**src/rtl/hub75_pkg.sv**
```systemverilog
// hub75_pkg: shared definitions for the HUB75 BCM scan controller.
//   state_t   - scan FSM states
//   RGB_*     - bit positions of {R1,G1,B1,R2,G2,B2} within the 6-bit colour word
//   DISP_W    - width of the display-time down-counter
//   bcm_load  - display ticks for a bitplane (base << plane)
package hub75_pkg;

   typedef enum logic [2:0] {
      ST_IDLE,
      ST_FETCH,
      ST_DRIVE,
      ST_CLKHI,
      ST_BLANK,
      ST_LATCH,
      ST_UNLATCH,
      ST_DISPLAY
   } state_t;

   localparam int RGB_R1 = 5;
   localparam int RGB_G1 = 4;
   localparam int RGB_B1 = 3;
   localparam int RGB_R2 = 2;
   localparam int RGB_G2 = 1;
   localparam int RGB_B2 = 0;

   localparam int DISP_W = 16;

   function automatic logic [DISP_W-1:0] bcm_load(input int base, input logic [2:0] plane);
      return DISP_W'(base) << plane;
   endfunction

endpackage

```
**src/rtl/bcm_timer.sv**
```systemverilog
// bcm_timer: display-time down-counter for one bitplane.
//   i_clk, i_rst  clock, synchronous active-high reset
//   i_tick        pixel-rate enable; the counter only moves on tick
//   i_load        load BASE_OE_TICKS<<i_plane (on tick)
//   i_en          count down (on tick) while the plane is being displayed
//   i_plane       bitplane selecting the load value
//   o_done        last display tick of the plane (disp==1 on a tick while enabled)
module bcm_timer
   import hub75_pkg::*;
#(
   parameter int BASE_OE_TICKS = 8
)(
   input  logic       i_clk,
   input  logic       i_rst,
   input  logic       i_tick,
   input  logic       i_load,
   input  logic       i_en,
   input  logic [2:0] i_plane,
   output logic       o_done
);

   logic [DISP_W-1:0] r_disp;

   always_ff @(posedge i_clk) begin
      if (i_rst) begin
         r_disp <= '0;
      end else if (i_tick) begin
         if (i_load)
            r_disp <= bcm_load(BASE_OE_TICKS, i_plane);
         else if (i_en && (r_disp != '0))
            r_disp <= r_disp - DISP_W'(1);
      end
   end

   assign o_done = i_tick && i_en && (r_disp == DISP_W'(1));

endmodule

```
**src/rtl/hub75_bcm_scheduler.sv**
```systemverilog
// hub75_bcm_scheduler: HUB75 scan controller with binary-code modulation.
// For every row pair and every bitplane: fetch COLS pixel pairs from the
// frame buffer, shift them out, latch, then hold OE low for BASE_OE_TICKS<<plane ticks.
//   i_clk, i_rst          clock, synchronous active-high reset
//   i_tick                pixel-rate enable; all sequencing advances only on tick
//   i_enable              scan continuously; when low, stop at the next frame boundary
//   o_px_req              frame-buffer read strobe (one tick period)
//   o_px_row/col/plane    address of the requested pixel pair
//   i_px_rgb              {R1,G1,B1,R2,G2,B2}, valid on the tick after o_px_req
//   o_h75_*               HUB75 pins (colour, Clk, Lat, OE active low, A..E)
//   o_busy                high when not idle
//   o_frame_done          one-clock pulse after the last plane of the last row
module hub75_bcm_scheduler
   import hub75_pkg::*;
#(
   parameter int COLS          = 64,
   parameter int ROW_BITS      = 5,
   parameter int BITPLANES     = 4,
   parameter int BASE_OE_TICKS = 8
)(
   input  logic                i_clk,
   input  logic                i_rst,
   input  logic                i_tick,
   input  logic                i_enable,
   output logic                o_px_req,
   output logic [ROW_BITS-1:0] o_px_row,
   output logic [5:0]          o_px_col,
   output logic [2:0]          o_px_plane,
   input  logic [5:0]          i_px_rgb,
   output logic                o_h75_r1,
   output logic                o_h75_g1,
   output logic                o_h75_b1,
   output logic                o_h75_r2,
   output logic                o_h75_g2,
   output logic                o_h75_b2,
   output logic                o_h75_clk,
   output logic                o_h75_lat,
   output logic                o_h75_oe,
   output logic                o_h75_a,
   output logic                o_h75_b,
   output logic                o_h75_c,
   output logic                o_h75_d,
   output logic                o_h75_e,
   output logic                o_busy,
   output logic                o_frame_done
);

   localparam logic [5:0] LP_LAST_COL   = 6'(COLS - 1);
   localparam logic [2:0] LP_LAST_PLANE = 3'(BITPLANES - 1);

   state_t              r_state, w_next;
   logic [ROW_BITS-1:0] r_row;
   logic [5:0]          r_col;
   logic [2:0]          r_plane;

   logic       r_px_req, r_clk, r_lat, r_oe, r_busy, r_frame_done;
   logic [5:0] r_rgb;
   logic [4:0] r_addr;

   logic w_last_col, w_last_plane, w_last_row;
   logic w_disp_done, w_frame_end;

   assign w_last_col   = (r_col == LP_LAST_COL);
   assign w_last_plane = (r_plane == LP_LAST_PLANE);
   assign w_last_row   = &r_row;
   assign w_frame_end  = (r_state == ST_DISPLAY) && w_disp_done && w_last_plane && w_last_row;

   bcm_timer #(
      .BASE_OE_TICKS (BASE_OE_TICKS)
   ) u_timer (
      .i_clk   (i_clk),
      .i_rst   (i_rst),
      .i_tick  (i_tick),
      .i_load  (r_state == ST_UNLATCH),
      .i_en    (r_state == ST_DISPLAY),
      .i_plane (r_plane),
      .o_done  (w_disp_done)
   );

   always_ff @(posedge i_clk) begin
      if (i_rst) r_state <= ST_IDLE;
      else       r_state <= w_next;
   end

   always_comb begin
      w_next = r_state;
      if (i_tick) begin
         case (r_state)
            ST_IDLE:    if (i_enable) w_next = ST_FETCH;
            ST_FETCH:   w_next = ST_DRIVE;
            ST_DRIVE:   w_next = ST_CLKHI;
            ST_CLKHI:   w_next = w_last_col ? ST_BLANK : ST_FETCH;
            ST_BLANK:   w_next = ST_LATCH;
            ST_LATCH:   w_next = ST_UNLATCH;
            ST_UNLATCH: w_next = ST_DISPLAY;
            ST_DISPLAY: begin
               if (w_disp_done) begin
                  if (!w_last_plane || !w_last_row) w_next = ST_FETCH;
                  else                              w_next = i_enable ? ST_FETCH : ST_IDLE;
               end
            end
            default:    w_next = ST_IDLE;
         endcase
      end
   end

   // Scan position counters
   always_ff @(posedge i_clk) begin
      if (i_rst) begin
         r_row   <= '0;
         r_col   <= '0;
         r_plane <= '0;
      end else if (i_tick) begin
         case (r_state)
            ST_IDLE: begin
               if (i_enable) begin
                  r_row   <= '0;
                  r_col   <= '0;
                  r_plane <= '0;
               end
            end
            ST_CLKHI: begin
               if (!w_last_col) r_col <= r_col + 6'd1;
            end
            ST_DISPLAY: begin
               if (w_disp_done) begin
                  r_col <= '0;
                  if (!w_last_plane) begin
                     r_plane <= r_plane + 3'd1;
                  end else begin
                     r_plane <= '0;
                     r_row   <= w_last_row ? '0 : r_row + 1'b1;
                  end
               end
            end
            default: ;
         endcase
      end
   end

   // Pin registers are decoded from the state being entered, so every pin
   // is a clean flop output aligned with the state it belongs to.
   always_ff @(posedge i_clk) begin
      if (i_rst) begin
         r_px_req     <= 1'b0;
         r_clk        <= 1'b0;
         r_lat        <= 1'b0;
         r_oe         <= 1'b1;
         r_busy       <= 1'b0;
         r_rgb        <= '0;
         r_addr       <= '0;
         r_frame_done <= 1'b0;
      end else begin
         r_frame_done <= 1'b0;
         if (i_tick) begin
            r_px_req <= (w_next == ST_FETCH);
            r_clk    <= (w_next == ST_CLKHI);
            r_lat    <= (w_next == ST_LATCH);
            r_oe     <= (w_next != ST_DISPLAY);
            r_busy   <= (w_next != ST_IDLE);
            // Frame-buffer data arrives one tick after the request.
            if (r_state == ST_DRIVE) r_rgb <= i_px_rgb;
            // Address moves on entry to LATCH, where OE is guaranteed high.
            if (r_state == ST_BLANK) r_addr <= 5'(r_row);
            if (w_frame_end) r_frame_done <= 1'b1;
         end
      end
   end

   assign o_px_req     = r_px_req;
   assign o_px_row     = r_row;
   assign o_px_col     = r_col;
   assign o_px_plane   = r_plane;
   assign o_h75_r1     = r_rgb[RGB_R1];
   assign o_h75_g1     = r_rgb[RGB_G1];
   assign o_h75_b1     = r_rgb[RGB_B1];
   assign o_h75_r2     = r_rgb[RGB_R2];
   assign o_h75_g2     = r_rgb[RGB_G2];
   assign o_h75_b2     = r_rgb[RGB_B2];
   assign o_h75_clk    = r_clk;
   assign o_h75_lat    = r_lat;
   assign o_h75_oe     = r_oe;
   assign o_h75_a      = r_addr[0];
   assign o_h75_b      = r_addr[1];
   assign o_h75_c      = r_addr[2];
   assign o_h75_d      = r_addr[3];
   assign o_h75_e      = r_addr[4];
   assign o_busy       = r_busy;
   assign o_frame_done = r_frame_done;

endmodule

```
**config.mk**
```make
export PLATFORM = sky130hd
export DESIGN_NAME = hub75_bcm_scheduler
export DESIGN_NICKNAME = d
export VERILOG_FILES = /design/src/rtl/hub75_pkg.sv /design/src/rtl/bcm_timer.sv /design/src/rtl/hub75_bcm_scheduler.sv
export SDC_FILE = /design/constraint.sdc
export NUM_CORES = 1
export LEC_CHECK = 0
export BUFFER_PORTS_ARGS = -buffer_cell sky130_fd_sc_hd__buf_2
export CAP_MARGIN = 0
export CELL_PAD_IN_SITES_DETAIL_PLACEMENT = 1
export CELL_PAD_IN_SITES_GLOBAL_PLACEMENT = 2
export CORE_MARGIN = 2
export CORE_UTILIZATION = 36
export CTS_BUF_LIST = sky130_fd_sc_hd__clkbuf_8
export DETAILED_ROUTE_END_ITERATION = 7
export GPL_TIMING_DRIVEN = 0
export PLACE_DENSITY_LB_ADDON = 0.08
export SYNTH_ARGS = -nofsm -noshare
export SYNTH_HDL_FRONTEND = slang
export SYNTH_HIERARCHICAL = 1
export SYNTH_SLANG_ARGS = --single-unit
```
**constraint.sdc**
```tcl
create_clock -name i_clk -period 3.11 [get_ports i_clk]
set_input_delay 0.622 -clock i_clk [delete_from_list [all_inputs] [get_ports i_clk]]
set_output_delay 0.622 -clock i_clk [all_outputs]
set_load 0.01 [all_outputs]
```
# Word level (Yosys, flattened, before mapping)
# Index checks and enable logic that the tools add are counted.
op_classes:
  add_sub_neg: 4
  eq_ne: 18
  shift: 1
  n_mux: 23
  n_bitwise: 1
  reduce_logical: 23
ops:
  columns: ["cell", "count"]
  rows:
  - ["$mux W16", 2]
  - ["$pmux W3 S8", 1]
  - ["$mux W3", 7]
  - ["$mux W5", 4]
  - ["$mux W6", 3]
  - ["$pmux W6 S3", 1]
  - ["$eq A16 B1 Y1 const B", 1]
  - ["$reduce_bool A16 Y1", 1]
  - ["$shl A4 B3 Y16 const A", 1]
  - ["$sub A16 B1 Y16 const B", 1]
  - ["$eq A3 B3 Y1 const B", 5]
  - ["$reduce_and A5 Y1", 3]
  - ["$eq A3 B2 Y1 const B", 4]
  - ["$pmux W5 S2", 1]
  - ["$ne A2 B2 Y1 const B", 4]
  - ["$add A6 B1 Y6 const B", 1]
  - ["$eq A3 B1 Y1 const B", 2]
  - ["$eq A6 B6 Y1 const B", 1]
  - ["$logic_and A1 B1 Y1", 6]
  - ["$pmux W3 S2", 1]
  - ["$reduce_and A2 Y1", 3]
  - ["$reduce_bool A3 Y1", 2]
  - ["$add A5 B1 Y5 const B", 1]
  - ["$reduce_and A4 Y1", 1]
  - ["other kinds (9)", 13]
word_totals:
  ff_bits: 50
  input_bits: 10
  output_inout_bits: 31
  elab_cells: 83

# Depth between registers and ports, before layout
depth:
  word_depth: 8
  ltp_mapped: 11
  mapped_depth_nobuf: 9

# By module
# The synthesis kept the hierarchy.
by_module_without_submodules:
  columns: ["mod", "instances", "cells_per_inst", "area_each_um2", "seq_area_each_um2"]
  rows:
  - ["hub75_bcm_scheduler", 1, 175, 1679.1, 680.7]
  - ["bcm_timer", 1, 135, 1083.5, 320.3]

# Worst setup path before layout
# No wires, ideal clock.
synth_timing:
  path_type: "flip-flop to flip-flop"
  start: "register r_state[0]"
  end: "register r_row[3] (netlist: o_px_row[3])"
  setup_ns: 0.070
  t_arrival_ns: 2.329
  required_time_ns: 3.040
  path_slack_ns: 0.711
  path_stages_with_launch: 11
  path_buffers: 1
  synth_period_minus_slack_ns: 2.399
  path_cell_list: "dfxtp_1 buf_2 nand3_1 inv_1 nand2_1 nor4b_1 and4_1 and4_4 o221ai_2 or3_1 a21oi_1"
synth_via:
  elab_chain_cells: 5
  elab_cells_between_ends: 10
  cone_classes: "eq/ne (4); mux (1); reduce/logical (5)"
synth_rtl:
  columns: ["item", "line_no", "source"]
  rows:
  - ["start, declared", "hub75_bcm_scheduler.sv:51", "state_t r_state, w_next;"]
  - ["start signal, assigned", "hub75_bcm_scheduler.sv:82", "else r_state <= w_next;"]
  - ["$eq A3 B3 Y1", "hub75_bcm_scheduler.sv:75", ".i_en (r_state == ST_DISPLAY),"]
  - ["$logic_and A1 B1 Y1 (2 in a row)", "bcm_timer.sv:35", "assign o_done = i_tick && i_en && (r_disp == DISP_W'(1));"]
  - ["via w_disp_done", "hub75_bcm_scheduler.sv:61", "logic w_disp_done, w_frame_end;"]
  - ["$ne A2 B2 Y1 (no line)", null, null]
  - ["$reduce_and A5 Y1 (no line)", null, null]
  - ["end signal, assigned", "hub75_bcm_scheduler.sv:132", "r_row <= w_last_row ? '0 : r_row + 1'b1;"]
  - ["end, declared", "hub75_bcm_scheduler.sv:52", "logic [ROW_BITS-1:0] r_row;"]
# The timed path passes the listed nets, and every way through them passes these cells.
# A chain may end at the register's enable or synchronous reset.

# Worst setup path after layout
# Same ends and word-level chain as after synthesis.

==> impl_metrics.toml <==
[floorplanning]
die_w_um = 91.60
start_util = 0.3769
rows = 31
io_pins = 41
dieArea_um2 = 8391
fp.coreArea_um2 = 7331
die_h_um = 91.60

[final_layout]
diodes = 0
area_growth_pct = 15.35
nFillCells = 893
drive_above_1_share = 0.2235
nets = 373

[timing]
fin_tns_setup_ps = 0
rsz0062_at_grt = "false"
hold_ws_ps = 487.7
finalHoldViolCount = 0
timing.slew.headroom = 0.5737
period_share = 0.9230
worst_slew_pin_slew_ps = 637.1
setup_viol = 0
slew_viol_final = 0
fin_skew_ps = 9.322
fmax_ghz = 0.3484
period_needed_ps = 2871

[synthesis]
muxShareOfSynthArea = 0.06884
synthArstFlopShare = 0
synth.avg_cell_area_um2 = 8.912
yosys.area.top_type = "dfxtp_1"
syn_nets = 326
yosysSeqAreaShare = 0.3623
synth_top_area_share = 0.3623
synthAdderAreaFrac = 0.02717
ys_top_cells_by_area = "dfxtp_1 36%, mux2i_1 6.9%, a21oi_1 5.1%, nor2_1 4.3%, nand2_1 3.4%"
synth-edff-count = 0
synth_compound_area_frac = 0.1943
yosysUniqueCellTypes = 60
synth-simple-area-share = 0.2731
synth_area_um2 = 2763
syn-instance-count = 310
yosysWarnings = 6
synth_xor_area_frac = 0.006341
ys.flop_type = "dfxtp_1"
synth-seq-cells = 50
synth_top_family_by_area = "simple AND/OR/NAND/NOR gates"

[setup_path]
critPathLaunchType = "flip-flop"
crit_chain = "buf_2 > nand3_1 > inv_1 > nand2_1 > nor4b_1 > and4_2 > and4_4 > o221ai_2 > or3_1 > a21oi_1"
end_kind = "flip-flop"
cpPeakStageDelay_ps = 400
worstSetupPathType = "reg -> reg"
slowest_stage = "or3_1"
critPathRequiredTime_ps = 3360
worstPathArrival_ps = 3120
path_max_fanout = 10

[clock_tree]
cts_inserted_buffers = 5
h-tree-depth = 2
cts_tree = "yes"
postCtsHoldBufs = 0
cts_setup_buffers = 0
clockBufferDepth = 2
cts_root_buffer = "clkbuf_8"
cts_sinks = 50
clock_latency_ps = 310
clkTransAtPathRegs_ps = 110
cts_resized = 0

[run_status]
outcome = "complete, no violations"

[power_and_ir_drop]
peakVddDrop_v = 0.0001891
p_leak_nw = 1.297
power-per-cell-area_nw_per_um2 = 384.3

[global_routing]
antenna_found_initial = 0
grt_usage = 0.1874
grt-ovfl-total = 0
grt_max_degree = 19
grt_pass1_wl_mm = 12.73
grt_pass1_vias = 2521

[routing]
vias = 2517
ant_nets = 0
routed_wl_mm = 7.464
remaining_drc_errors = 0
vias_per_cell = 5.508
wl_per_cell_um = 16.33
dr.pass1.iters = 4
drtIter0Drc = 57

[placed_design]
routabilityCongestion = 0.7868
hpwl_mm = 5.428
io_buffer_count = 40

[run]
maxCapViolCount = 0

[worst_hold_path]
hp-class = "reg -> reg"
==> cell families (layout without fill, tap and decap cells) <==
group | count (synthesis) | after routing
and+or+nand+nor | 125 | 125
adders and majority gates | 6 | 6
DFF | 50 | 50
muxes | 19 | 19
xor gates and xnor gates | 2 | 2
buffers and inverters | 31 | 79
AOI/OAI and AO/OA | 77 | 77
==> state kept, by name, summed over array words and instances, names as in the netlist <==
name and count:
o_px_col 6, o_h75_clk 1, u_timer/r_disp 16, o_px_plane 3, o_h75_lat 1, r_state 3, r_addr 5, o_h75_oe 1
o_px_req 1, r_rgb 6, o_px_row 5, o_busy 1, o_frame_done 1
==> worst paths after layout <==
kind | from | endpoint | slack [ps] | cells past startpoint
worst max-delay path | r_state[0]$_SDFF_PP0_ | o_px_row[3]$_SDFFE_PP0P_ | 240 | 10
worst min-delay path | o_px_req$_SDFFE_PP0P_ | o_px_req$_SDFFE_PP0P_ | 490 | 2
worst max register to register | r_state[0]$_SDFF_PP0_ | o_px_row[3]$_SDFFE_PP0P_ | 240 | 10
worst min register to register | o_px_req$_SDFFE_PP0P_ | o_px_req$_SDFFE_PP0P_ | 490 | 2
==> area by class of cell <==
cell class	instances	area, um2	share of cell area
clock buffer	5	68.82	0.02159
sequential	50	1001	0.3141
multi-input combinational	229	1579	0.4955
inverter	12	45.04	0.01413
buffer	19	142.6	0.04476
timing repair buffer	40	200.2	0.06282
tap	99	123.9	0.03887
clock inverter	3	26.28	0.008245
==> per-stage QoR <==
step	std cells	utilization	area [um2]	power [mW]	worst slack, ps
2_1_floorplan	310	-	2763	0.7846	711.0
3_3_place_gp	449	0.4211	3087	0.8288	257.9
3_5_place_dp	449	0.4211	3087	0.8301	250.9
4_1_cts	457	0.4340	3182	1.254	216.1
5_1_grt	457	0.4347	3187	1.291	28.17
6_report	457	0.4347	3187	1.225	239.5
==> power breakdown <==
group	switching, mW	total [mW]	internal (mW)
Combinational	0.0898	0.150	0.0600
Clock	0.244	0.410	0.166
Sequential	0.0128	0.665	0.652
Total	0.346	1.22	0.878
==> worst max-delay path, delay by kind of cell, from the launching register on <==
family	cells	cell delay, ps
AO/OA/AOI/OAI	2	350
AND/OR/NAND/NOR	6	1630
flip-flops	1	380
buffers and inverters	2	440
==> layer usage <==
layer / global-route usage / part of all wire / vias to the layer above
li1: - / - / 1247
met1: 0.2351 / 0.46 / 1235
met2: 0.3303 / 0.51 / 27
met3: 0.03320 / 0.022 / 8
met4: 0.04672 / 0.012 / 0
met5: 0 / 0 / -
==> layout by cell type, fill, tap and decap left out, drive strengths merged, types with 4 or more instances in the layout <==
cell type  count
buf           48
or3            4
o21ai          8
and2           4
o32ai          8
and3           5
a31oi          5
nand3         11
ha             6
inv           13
mux2i         19
nor3           7
o31ai          4
clkbuf        16
nand2         25
nand4          4
and4           4
a21oi         29
dfxtp         50
nor4           8
nor4b          5
nor2          32
==> Yosys cell counts, types with 4 or more instances <==
| cell | number |
|---|---|
| a21oi_1 | 28 |
| o32ai_1 | 8 |
| inv_1 | 10 |
| or3_1 | 4 |
| nand3_1 | 10 |
| o21ai_0 | 6 |
| a31oi_1 | 5 |
| and3_1 | 5 |
| nor3_1 | 7 |
| nor4_1 | 4 |
| clkbuf_1 | 8 |
| mux2i_1 | 19 |
| nand4_1 | 4 |
| ha_1 | 6 |
| nor2_1 | 32 |
| dfxtp_1 | 50 |
| buf_6 | 5 |
| o31ai_1 | 4 |
| nand2_1 | 25 |
No activity file was read; power rests on OpenSTA's default activity.
